## src/rtl/demux1to2_buffered.sv

```systemverilog
// Buffered 1-to-2 valid/ready demultiplexer with one FIFO per output.
// Optional pop counters are enabled by defining DEMUX_ROUTE_COUNT_EN.
module demux1to2_buffered #(
   parameter int WIDTH = 32,
   parameter int DEPTH = 2
) (
   input  logic             clk,
   input  logic             rst_n,
   input  logic [WIDTH-1:0] in_data,
   input  logic             in_select,
   input  logic             in_valid,
   output logic             in_ready,
   output logic [WIDTH-1:0] out0_data,
   output logic             out0_valid,
   input  logic             out0_ready,
   output logic [WIDTH-1:0] out1_data,
   output logic             out1_valid,
   input  logic             out1_ready
`ifdef DEMUX_ROUTE_COUNT_EN
   ,
   output logic [15:0]      out0_count,
   output logic [15:0]      out1_count
`endif
);

   localparam int AW = $clog2(DEPTH);

   logic [AW:0]      wptr_q [2];
   logic [AW:0]      wptr_d [2];
   logic [AW:0]      rptr_q [2];
   logic [AW:0]      rptr_d [2];
   logic [WIDTH-1:0] mem_q  [2][DEPTH];

   logic [1:0] empty;
   logic [1:0] full;
   logic [1:0] push;
   logic [1:0] pop;
   logic [1:0] out_rdy;

   assign out_rdy = {out1_ready, out0_ready};

   // Occupancy flags, handshakes and next pointer values.
   always_comb begin
      empty    = '0;
      full     = '0;
      push     = '0;
      pop      = '0;
      in_ready = 1'b0;
      for (int s = 0; s < 2; s++) begin
         empty[s] = (wptr_q[s] == rptr_q[s]);
         full[s]  = (wptr_q[s][AW-1:0] == rptr_q[s][AW-1:0]) &&
                    (wptr_q[s][AW] != rptr_q[s][AW]);
      end
      // Held low in reset; never looks at the consumer readies.
      in_ready = rst_n && !full[in_select];
      if (in_valid && in_ready) begin
         push[in_select] = 1'b1;
      end
      for (int s = 0; s < 2; s++) begin
         pop[s]    = !empty[s] && out_rdy[s];
         wptr_d[s] = wptr_q[s] + {{AW{1'b0}}, push[s]};
         rptr_d[s] = rptr_q[s] + {{AW{1'b0}}, pop[s]};
      end
   end

   // Pointer registers; reset empties both FIFOs.
   always_ff @(posedge clk or negedge rst_n) begin
      if (!rst_n) begin
         for (int s = 0; s < 2; s++) begin
            wptr_q[s] <= '0;
            rptr_q[s] <= '0;
         end
      end else begin
         for (int s = 0; s < 2; s++) begin
            wptr_q[s] <= wptr_d[s];
            rptr_q[s] <= rptr_d[s];
         end
      end
   end

   // Storage write; contents are meaningless until a pointer covers them.
   always_ff @(posedge clk) begin
      for (int s = 0; s < 2; s++) begin
         if (push[s]) begin
            mem_q[s][wptr_q[s][AW-1:0]] <= in_data;
         end
      end
   end

   assign out0_valid = !empty[0];
   assign out1_valid = !empty[1];
   assign out0_data  = mem_q[0][rptr_q[0][AW-1:0]];
   assign out1_data  = mem_q[1][rptr_q[1][AW-1:0]];

`ifdef DEMUX_ROUTE_COUNT_EN
   logic [15:0] cnt_q [2];
   logic [15:0] cnt_d [2];

   // Free-running pop counters with natural 16-bit wrap.
   always_comb begin
      for (int s = 0; s < 2; s++) begin
         cnt_d[s] = cnt_q[s] + {15'd0, pop[s]};
      end
   end

   // Counter registers.
   always_ff @(posedge clk or negedge rst_n) begin
      if (!rst_n) begin
         cnt_q[0] <= '0;
         cnt_q[1] <= '0;
      end else begin
         cnt_q[0] <= cnt_d[0];
         cnt_q[1] <= cnt_d[1];
      end
   end

   assign out0_count = cnt_q[0];
   assign out1_count = cnt_q[1];
`endif

endmodule

```

## config.mk

```make
export PLATFORM = sky130hd
export DESIGN_NAME = demux1to2_buffered
export DESIGN_NICKNAME = d
export VERILOG_FILES = /design/src/rtl/demux1to2_buffered.sv
export SDC_FILE = /design/constraint.sdc
export NUM_CORES = 1
export LEC_CHECK = 0
export CAP_MARGIN = 40
export CORE_UTILIZATION = 30
export CTS_CLUSTER_DIAMETER = 50
export DETAILED_ROUTE_END_ITERATION = 16
export PLACE_DENSITY = 0.56
export SKIP_LAST_GASP = 1
export SLEW_MARGIN = 40
export SYNTH_ARGS = -nofsm -noshare
export SYNTH_HDL_FRONTEND = slang
export SYNTH_SLANG_ARGS = --single-unit
```

## constraint.sdc

```tcl
create_clock -name clk -period 2.7 [get_ports clk]
set_clock_uncertainty 0.15 [all_clocks]
set_input_delay 0.54 -clock clk [delete_from_list [all_inputs] [get_ports clk]]
set_output_delay 0.54 -clock clk [all_outputs]
set_load 0.02 [all_outputs]
```

==> results by group <==
Run status
  • Status: completed

Timing
  • Min Tclk post-route: 2.64 ns
  • Hold Violations, Final: 0
  • Final Slew Violations: 0
  • Finish-stage setup viols: 0
  • Worst-Margin Slew: 0.324 ns
  • Worst slew margin: 78.3%
  • RSZ-0062 raised after global routing: true
  • Setup WS post-layout: 0.0550 ns
  • Max Freq: 378 MHz
  • Final period utilization: 98.0%

Global route
  • Vias in the first global route: 2639
  • GR Overflow Total: 0
  • Initial antenna violation count: 0
  • First-pass GRT wire length: 15200 um
  • GRT Overall Usage: 11.7%
  • Largest net degree at the start of global routing: 22

Power and ir drop
  • Leakage: 2.76 nW
  • Combinational Power Share: 35.2%
  • Sw Pwr: 2.23 mW
  • Sw Ratio: 28.6%
  • Cell-internal power: 5.55 mW
  • Sequential Power Share: 34.6%
  • Clock Power Share: 30.2%
  • PwrDens: 1050 mW/mm2
  • Maximum vdd ir drop: 0.527 mV

Worst setup path
  • Worst Path Required: 2.01 ns
  • R2R depth: 6
  • Crit Path Category: reg2out
  • Worst r2r dst: mem_q[0][118]
  • Critical path fanouts, max: 12
  • Worst setup SP type: flop
  • Internal reg-to-reg setup slack: 0.61 ns
  • Crit. End Element: output pin
  • Reg-to-Reg Start: rptr_q[0]
  • Arr. time, crit path: 1.95 ns

Drt
  • Via density: 4.19
  • Post-route DRC: 0
  • Pre-antenna DRT Iters: 4
  • DRT iter0 DRCs: 86
  • Vias: 2531
  • Routed WL: 10100 um
  • WL/cell: 16.8 um
  • Post-DRT Antenna Nets: 0

Die
  • Initial Utilization: 31.0%
  • DIE HEIGHT: 136 um
  • Rows: 48
  • Core Box Area: 0.0174 mm2
  • IO Pins: 105
  • Die area: 0.0185 mm2
  • Die X: 136 um

Layout
  • Multi-input combinational cell area: 0.00120 mm2
  • Fillers: 1551
  • Share of cells above drive strength 1: 31.4%
  • Antenna diode instance count: 0
  • Area grow syn2layout: 36.9%
  • Storage cell area: 0.00405 mm2
  • Fin nets: 411
  • Post-route cell area: 0.00739 mm2

Yosys
  • Async SR Flop Fraction: 5.88%
  • Most common cell in the netlist: edfxtp_1
  • Post-synth top cells: edfxtp_1, mux2_4, dfrtp_1, buf_12, ha_1
  • Register bit total from synthesis: 136
  • Synth top area cells: edfxtp_1, mux2_4, dfrtp_1
  • Cell count after synthesis: 238
  • Net count after synthesis: 282
  • Largest area contributor in the netlist: edfxtp_1
  • Top-area cell type share of the netlist area: 71.2%
  • Cell variety after synth: 19
  • Synthesized area per cell: 22.7 um2
  • Post-synth EDFFs: 128
  • Main flop type after synthesis: edfxtp_1
  • Syn. warnings: 0
  • Register area share after synthesis: 74.9%
  • Post-synthesis cell area: 0.00540 mm2

CTS
  • Worst-path clk slew: 0.06 ns
  • Worst skew pair latency: 0.41 ns
  • Root buf cell: clkbuf_16
  • Num CTS Buffers: 17
  • H-tree levels: 4
  • CTS Sinks: 136
  • Hold-fix buffers, CTS: 0
  • CTS tree: yes
  • Longest Clk Path Bufs: 2

Hold path
  • Hold Crit Start: wptr_q[1]
  • Hold Path Cell Cnt: 1
  • Min-Delay Path Class: reg2reg
  • Worst Hold End: wptr_q[1]

Place
  • PortBufs: 104
  • Post-DP HPWL: 6470 um
  • Dpl cell area: 0.00676 mm2
  • Post-place setup slack: 0.0589 ns
  • RD Place Congestion: 0.660

Flow run
  • Max-Cap Viols: 0
-- cells by family after synthesis --
group	synth area share [%]
DFF	74.9
muxes	17.5
buffers and inverters	2.99
xor gates and xnor gates	1.74
and+or+nand+nor	1.04
adders and majority gates	1.39
AOI/OAI and AO/OA	0.394
-- registers in the layout, indices dropped and copies added (netlist names) --
| name | flops |
|---|---|
| mem_q | 128 |
| wptr_q | 4 |
| rptr_q | 4 |
-- placed cells by master (no fill, tap or decap) --
| master | count |
|---|---|
| clkbuf_16 | 17 |
| clkinv_2 | 3 |
| clkinv_1 | 3 |
| ha_1 | 2 |
| clkdlybuf4s50_1 | 95 |
| and2_1 | 2 |
| nand2b_1 | 1 |
| o21ai_2 | 1 |
| inv_1 | 5 |
| bufinv_16 | 4 |
| edfxtp_1 | 128 |
| buf_4 | 7 |
| mux2_2 | 4 |
| nor2b_4 | 1 |
| xor2_1 | 5 |
| nor3_2 | 1 |
| clkinvlp_4 | 1 |
| ha_2 | 4 |
| buf_8 | 1 |
| buf_12 | 6 |
| inv_6 | 2 |
| dlymetal6s2s_1 | 5 |
| xnor2_2 | 2 |
| mux2_4 | 60 |
| dlygate4sd2_1 | 4 |
| dfrtp_2 | 2 |
| clkinv_4 | 1 |
| xnor2_1 | 2 |
| nor2_2 | 1 |
| o211ai_2 | 1 |
| nand2_1 | 2 |
| dfrtp_1 | 6 |
-- power by group through the flow --
stage | combinational [mW] | sequential (mW) | clock (mW)
floorplan | 1.88 | 2.69 | 0
global placement | 2.77 | 2.73 | 0
detailed placement | 2.77 | 2.74 | 0
CTS | 2.80 | 2.69 | 2.42
global route | 2.91 | 2.71 | 2.50
finish | 2.74 | 2.69 | 2.35
-- worst max path at each step --
stage,from,end,slack (ns),depth (start not counted)
after global placement,rst_n,in_ready,0.08,4
after detailed placement,rst_n,in_ready,0.06,4
after global routing,rptr_q[2],out0_data[18],-0.008,3
final,rptr_q[2],out0_data[1],0.06,3
after floorplan,rptr_q[2],mem_q[0][0],0.35,5
after CTS,rptr_q[2],out0_data[25],-0.01,3
-- repair_timing --
item / 4_1_cts / 5_1_grt
endpoints found under the hold margin: 0 / 0
gates resized for setup: 5 / 6
buffers inserted: 1 / 0
endpoints found under the setup margin: 30 / 13
-- per-layer routing --
layer / wire (um) / GRT usage, % / vias to the layer above / share of wire, %
met3: 555 / 4.21 / 7 / 5.5
li1: - / - / 1180 / -
met1: 4550 / 14.6 / 1269 / 45
met5: 0 / 0 / - / 0
met4: 91 / 4.44 / 0 / 0.90
met2: 4930 / 18.4 / 75 / 49
-- worst max-delay path, stage by stage (launching register included) --
cell and delay (ns):
dfrtp_2 0.46, buf_8 0.22, mux2_4 0.32, clkdlybuf4s50_1 0.54
-- cell type report --
class,count,area share [%]
Tap cell,225,3.81
Timing Repair Buffer,118,16.7
Clock inverter,14,2.44
Sequential cell,136,54.7
Multi-Input combinational cell,89,16.3
Inverter,5,0.254
Clock buffer,17,5.76
-- through the flow --
stage               setup TNS, ns  hold WS (ns)  instances  power (mW)  utilization, %
detailed placement              0         0.334        572        5.52            38.8
CTS                       -0.0410         0.341        604        7.91            42.3
global placement                0         0.328        572        5.50            38.8
finish                          0         0.343        604        7.78            42.4
global route              -0.0436         0.359        604        8.12            42.4
floorplan                       0        0.0944        238        4.56               -
(Power assumes the default switching activity.)
==> patch 1 (same settings) <==
Build with the macro `DEMUX_ROUTE_COUNT_EN` defined.
--- a/src/rtl/demux1to2_buffered.sv
+++ b/src/rtl/demux1to2_buffered.sv
@@ -2,2 +2,4 @@
 // Optional pop counters are enabled by defining DEMUX_ROUTE_COUNT_EN.
+`define DEMUX_ROUTE_COUNT_EN
+
 module demux1to2_buffered #(
Check against the original RTL (old outputs only; new: out0_count and out1_count): equivalent (Yosys induction, for registers that start in step).
==> patch 1 against the original RTL <==
  * Area after synthesis rose by 18%
  * Wire length rose by 33%
  * Die area rose by 18%
  * Maximum frequency rose by 0.14%
  * Worst setup slack improved by 0.0037 ns
  * Largest power group is now registers
  * Utilization rose by 0.98 points
  * Final cell count rose by 31%
  * Sequential cell count rose by 32
  * Final area rose by 20%
  * Hold slack got worse by 0.26 ns
  * Synthesized cell count rose by 45%
  * Critical path type unchanged
  * Total power rose by 9.0%
==> patch 1: results (changes against the original RTL) <==
================================================================================
DR vias/cell ......................................................         4.37   +4.3%
Met1 usage in global routing ......................................        16.2%   +1.6 points
Sequential Area ...................................................  0.00485 mm2   +20%
Area inside the core boundary .....................................   0.0205 mm2   +18%
Async S/R FF share, synth .........................................        23.8%   +18 points
Result of the run ................................................. complete, no violations
Fraction of met2 tracks used by global routing ....................        20.6%   +2.2 points
Worst slew pin tran ...............................................     0.505 ns   +0.181 ns
Met2 routed wirelength ............................................      6.34 mm   +29%
Number of cells after detailed placement ..........................          758   +33%
Pre-CTS WS ........................................................    0.0106 ns   -0.0483 ns
Pin count of the biggest net entering global routing ..............           41   +86%
Final core area utilization .......................................        43.4%   +0.98 points
Post-cts sizing count .............................................           14   +9
Post-place instance area ..........................................  0.00820 mm2   +21%
Multi-input gate area in the final layout .........................  0.00145 mm2   +21%
Met3 demand-to-capacity share in global routing ...................        5.25%   +1.0 points
#MultiIn Comb .....................................................          161   +81%
Number of iterations in the first detailed-routing pass ...........            4   unchanged
RD Place Congestion ...............................................        0.752   +14%
Number of I/O port buffers ........................................          136   +31%
Routed metal-1 wire length ........................................      5.98 mm   +31%
Non-clock inverters ...............................................            8   +3
Fraction of final layout cells with drive strength greater than 1 .        22.9%   -8.5 points
Worst IR Drop VDD .................................................   0.000468 V   -11%
Hold Crit Class ...................................................  in -> async
Relative area of clock buffers and inverters in the final design ..        6.58%   -1.6 points
First-pass GRT wire length ........................................      21.0 mm   +38%
Most numerous cell types in the synthesized netlist ............... sky130_fd_sc_hd__edfxtp_1 (128), sky130_fd_sc_hd__mux2_2 (64), sky130_fd_sc_hd__dfrtp_1 (40), sky130_fd_sc_hd__xnor2_1 (20), sky130_fd_sc_hd__xor2_1 (16)
Yosys reg bits ....................................................          168   +24%
Routed via count ..................................................         3452   +36%
Length of routed met3 wiring ......................................       969 um   +75%
Signal buffers ....................................................          151   +28%
Portion of the layout cell area used by non-clock buffers .........        18.5%   +1.7 points
Combined global-route utilization of all metal layers .............        13.0%   +1.3 points
Postcts setup bufs ................................................            0   -1
Via count of the first global-routing pass ........................         3795   +44%
Number of DRC markers in iteration 0 ..............................          137   +59%
Filler Cells Inserted .............................................         1863   +20%
================================================================================
[patch 1: cell count changes in the layout (fill, tap and decap cells not counted), moves of 5 or more]
| cell | change |
|---|---|
| sky130_fd_sc_hd__nor2_1 | +7 |
| sky130_fd_sc_hd__dlymetal6s2s_1 | +31 |
| sky130_fd_sc_hd__xnor2_1 | +18 |
| sky130_fd_sc_hd__and3_1 | +5 |
| sky130_fd_sc_hd__mux2_2 | +60 |
| sky130_fd_sc_hd__nand2_1 | +9 |
| sky130_fd_sc_hd__mux2_4 | -60 |
| sky130_fd_sc_hd__nand3_1 | +10 |
| sky130_fd_sc_hd__dfrtp_1 | +32 |
| sky130_fd_sc_hd__xor2_1 | +11 |
[patch 1: kinds of logic after synthesis]
family | after synthesis | share of synthesized area, %
compound gates | 2 | 0.217
xor+xnor | 36 | 4.96
simple gates | 49 | 4.23
buf+inv | 16 | 1.10
mux | 64 | 11.3
fa+ha+maj | 10 | 1.97
flops | 168 | 76.2
[patch 1: path summary, 6_finish.rpt]
path | from | to | slack, ns | depth (start not counted)
setup / recovery | rptr_q[2]$_DFF_PN0_ | out0_data[6] | 0.06 | 3
hold / removal | rst_n | out0_count[7]$_DFF_PN0_ | 0.08 | 2
setup reg to reg | wptr_q[1]$_DFF_PN0_ | out1_count[10]$_DFF_PN0_ | 0.33 | 9
hold reg to reg | out0_count[15]$_DFF_PN0_ | out0_count[15]$_DFF_PN0_ | 0.33 | 1
max in group asynchronous | rst_n | rptr_q[2]$_DFF_PN0_ | 1.94 | 2
min in group clk | out0_count[15]$_DFF_PN0_ | out0_count[15]$_DFF_PN0_ | 0.33 | 1
[patch 1: where the power goes]
group	switching, mW	total, mW	internal, mW
clock network	0.951	2.36	1.41
registers	0.217	3.33	3.12
logic	1.41	2.78	1.37
==> patch 2 (same settings) <==
Without the edit above. Change the parameter `DEPTH` from 2 to 4.
--- a/src/rtl/demux1to2_buffered.sv
+++ b/src/rtl/demux1to2_buffered.sv
@@ -4,3 +4,3 @@
    parameter int WIDTH = 32,
-   parameter int DEPTH = 2
+   parameter int DEPTH = 4
 ) (
Function: changed (a bounded check fails within 4 cycles, from zero or initial values and one cycle with rst_n low).
==> patch 2 against the original RTL <==
  * Sequential cell count is 132 higher
  * Final area is 74% higher
  * The flow now finishes with violations (setup timing)
  * Combinational power grew 69%
  * Worst setup slack worse by 0.16 ns
  * Utilization shrank 2.0 points
  * Area after synthesis is 82% higher
  * Total power grew 74%
  * Maximum frequency decreased by 5.8%
  * Hold slack got worse by 0.11 ns
  * Die area up 81%
  * Wire length rose by 110%
==> patch 2: results (changes against the original RTL) <==
==================================================================================
Post-Synthesis Net Count ............................................          433   +54%
Result of the run ................................................... complete, but fails checks
Combinational share of power ........................................        34.4%   -0.8 points
Flip-flop count of the largest register, all copies and words added .          256   +100%
Async S/R FF share, synth ...........................................        4.48%   -1.4 points
Pin count of the biggest net entering global routing ................           20   -9.1%
Sum Neg Setup Slack .................................................     -2.43 ns   -2.43 ns
Routed via count ....................................................         4564   +80%
Postcts setup bufs ..................................................            7   +6
Relative area of clock buffers and inverters in the final design ....        7.13%   -1.1 points
Pre-CTS WS ..........................................................    0.0376 ns   -0.0213 ns
Number of cells after detailed placement ............................          940   +64%
DR vias/cell ........................................................         4.54   +8.4%
Crit path launch .................................................... rptr_q[3]$_DFF_PN0_
Final setup violating endpoints .....................................           40   +40
Fin nets ............................................................          595   +45%
Fraction of met2 tracks used by global routing ......................        21.0%   +2.6 points
Number of flops mapped to enable cells by yosys .....................          256   +100%
Leakage dissipation .................................................      4.30 nW   +56%
Met2 routed wirelength ..............................................      10.2 mm   +110%
Worst IR Drop VDD ...................................................   0.000470 V   -11%
#MultiIn Comb .......................................................          101   +13%
Sequential cells ....................................................          268   +97%
Failing checks ...................................................... setup timing
Register area share after synthesis .................................        81.3%   +6.3 points
Fraction of final layout cells with drive strength greater than 1 ...        35.1%   +3.8 points
Combined global-route utilization of all metal layers ...............        12.7%   +1.0 points
Cell family contributing the most delay on the critical path ........ multiplexers
Num CTS Buffers .....................................................           30   +13
Portion of the layout cell area used by non-clock buffers ...........        11.9%   -4.8 points
Via count of the first global-routing pass ..........................         4916   +86%
Worst path setup slack after routing ................................    -0.108 ns   -0.163 ns
Level count of the clock H-tree .....................................            1   -3
Post-Synthesis Cells ................................................          387   +63%
Worst-path maximum fanout ...........................................           15   +3
Average detailed-routed wire length per instance ....................      20.7 um   +23%
Clk network pwr share ...............................................        27.8%   -2.4 points
Longest Clk Path Bufs ...............................................            3   +1
Cell with the biggest individual delay on the critical path ......... sky130_fd_sc_hd__mux4_2
Combinational Power .................................................      4.64 mW   +69%
Hold slack ..........................................................     0.231 ns   -0.112 ns
Post-cts sizing count ...............................................          161   +156
Signal buffers ......................................................          146   +24%
Crit path largest cell delay ........................................      0.57 ns   +0.03 ns
Cells taking the most area after synthesis .......................... sky130_fd_sc_hd__edfxtp_1 (78%), sky130_fd_sc_hd__mux4_2 (15%), sky130_fd_sc_hd__dfrtp_1 (3.1%)
Filler Cells Inserted ...............................................         2883   +86%
==================================================================================
patch 2: cell types whose count changed after synthesis, moves of 3 or more:
cell	before	now
sky130_fd_sc_hd__buf_2	0	9
sky130_fd_sc_hd__nor3b_1	0	4
sky130_fd_sc_hd__mux2_2	4	0
sky130_fd_sc_hd__mux4_2	0	64
sky130_fd_sc_hd__mux2_4	60	0
sky130_fd_sc_hd__inv_1	5	1
sky130_fd_sc_hd__clkbuf_1	0	6
sky130_fd_sc_hd__buf_12	6	0
sky130_fd_sc_hd__edfxtp_1	128	256
sky130_fd_sc_hd__and3_1	0	3
sky130_fd_sc_hd__dfrtp_1	8	12
patch 2: logic make-up (layout without fill, tap and decap cells):
group / after synthesis / after routing / share of synthesized area [%]
other cells: 0 / 1 / 0
fa+ha+maj: 8 / 8 / 1.02
flops: 268 / 268 / 81.3
buf+inv: 18 / 200 / 0.840
compound gates: 2 / 2 / 0.204
mux: 64 / 64 / 14.7
xor+xnor: 10 / 10 / 0.891
simple gates: 17 / 17 / 1.12
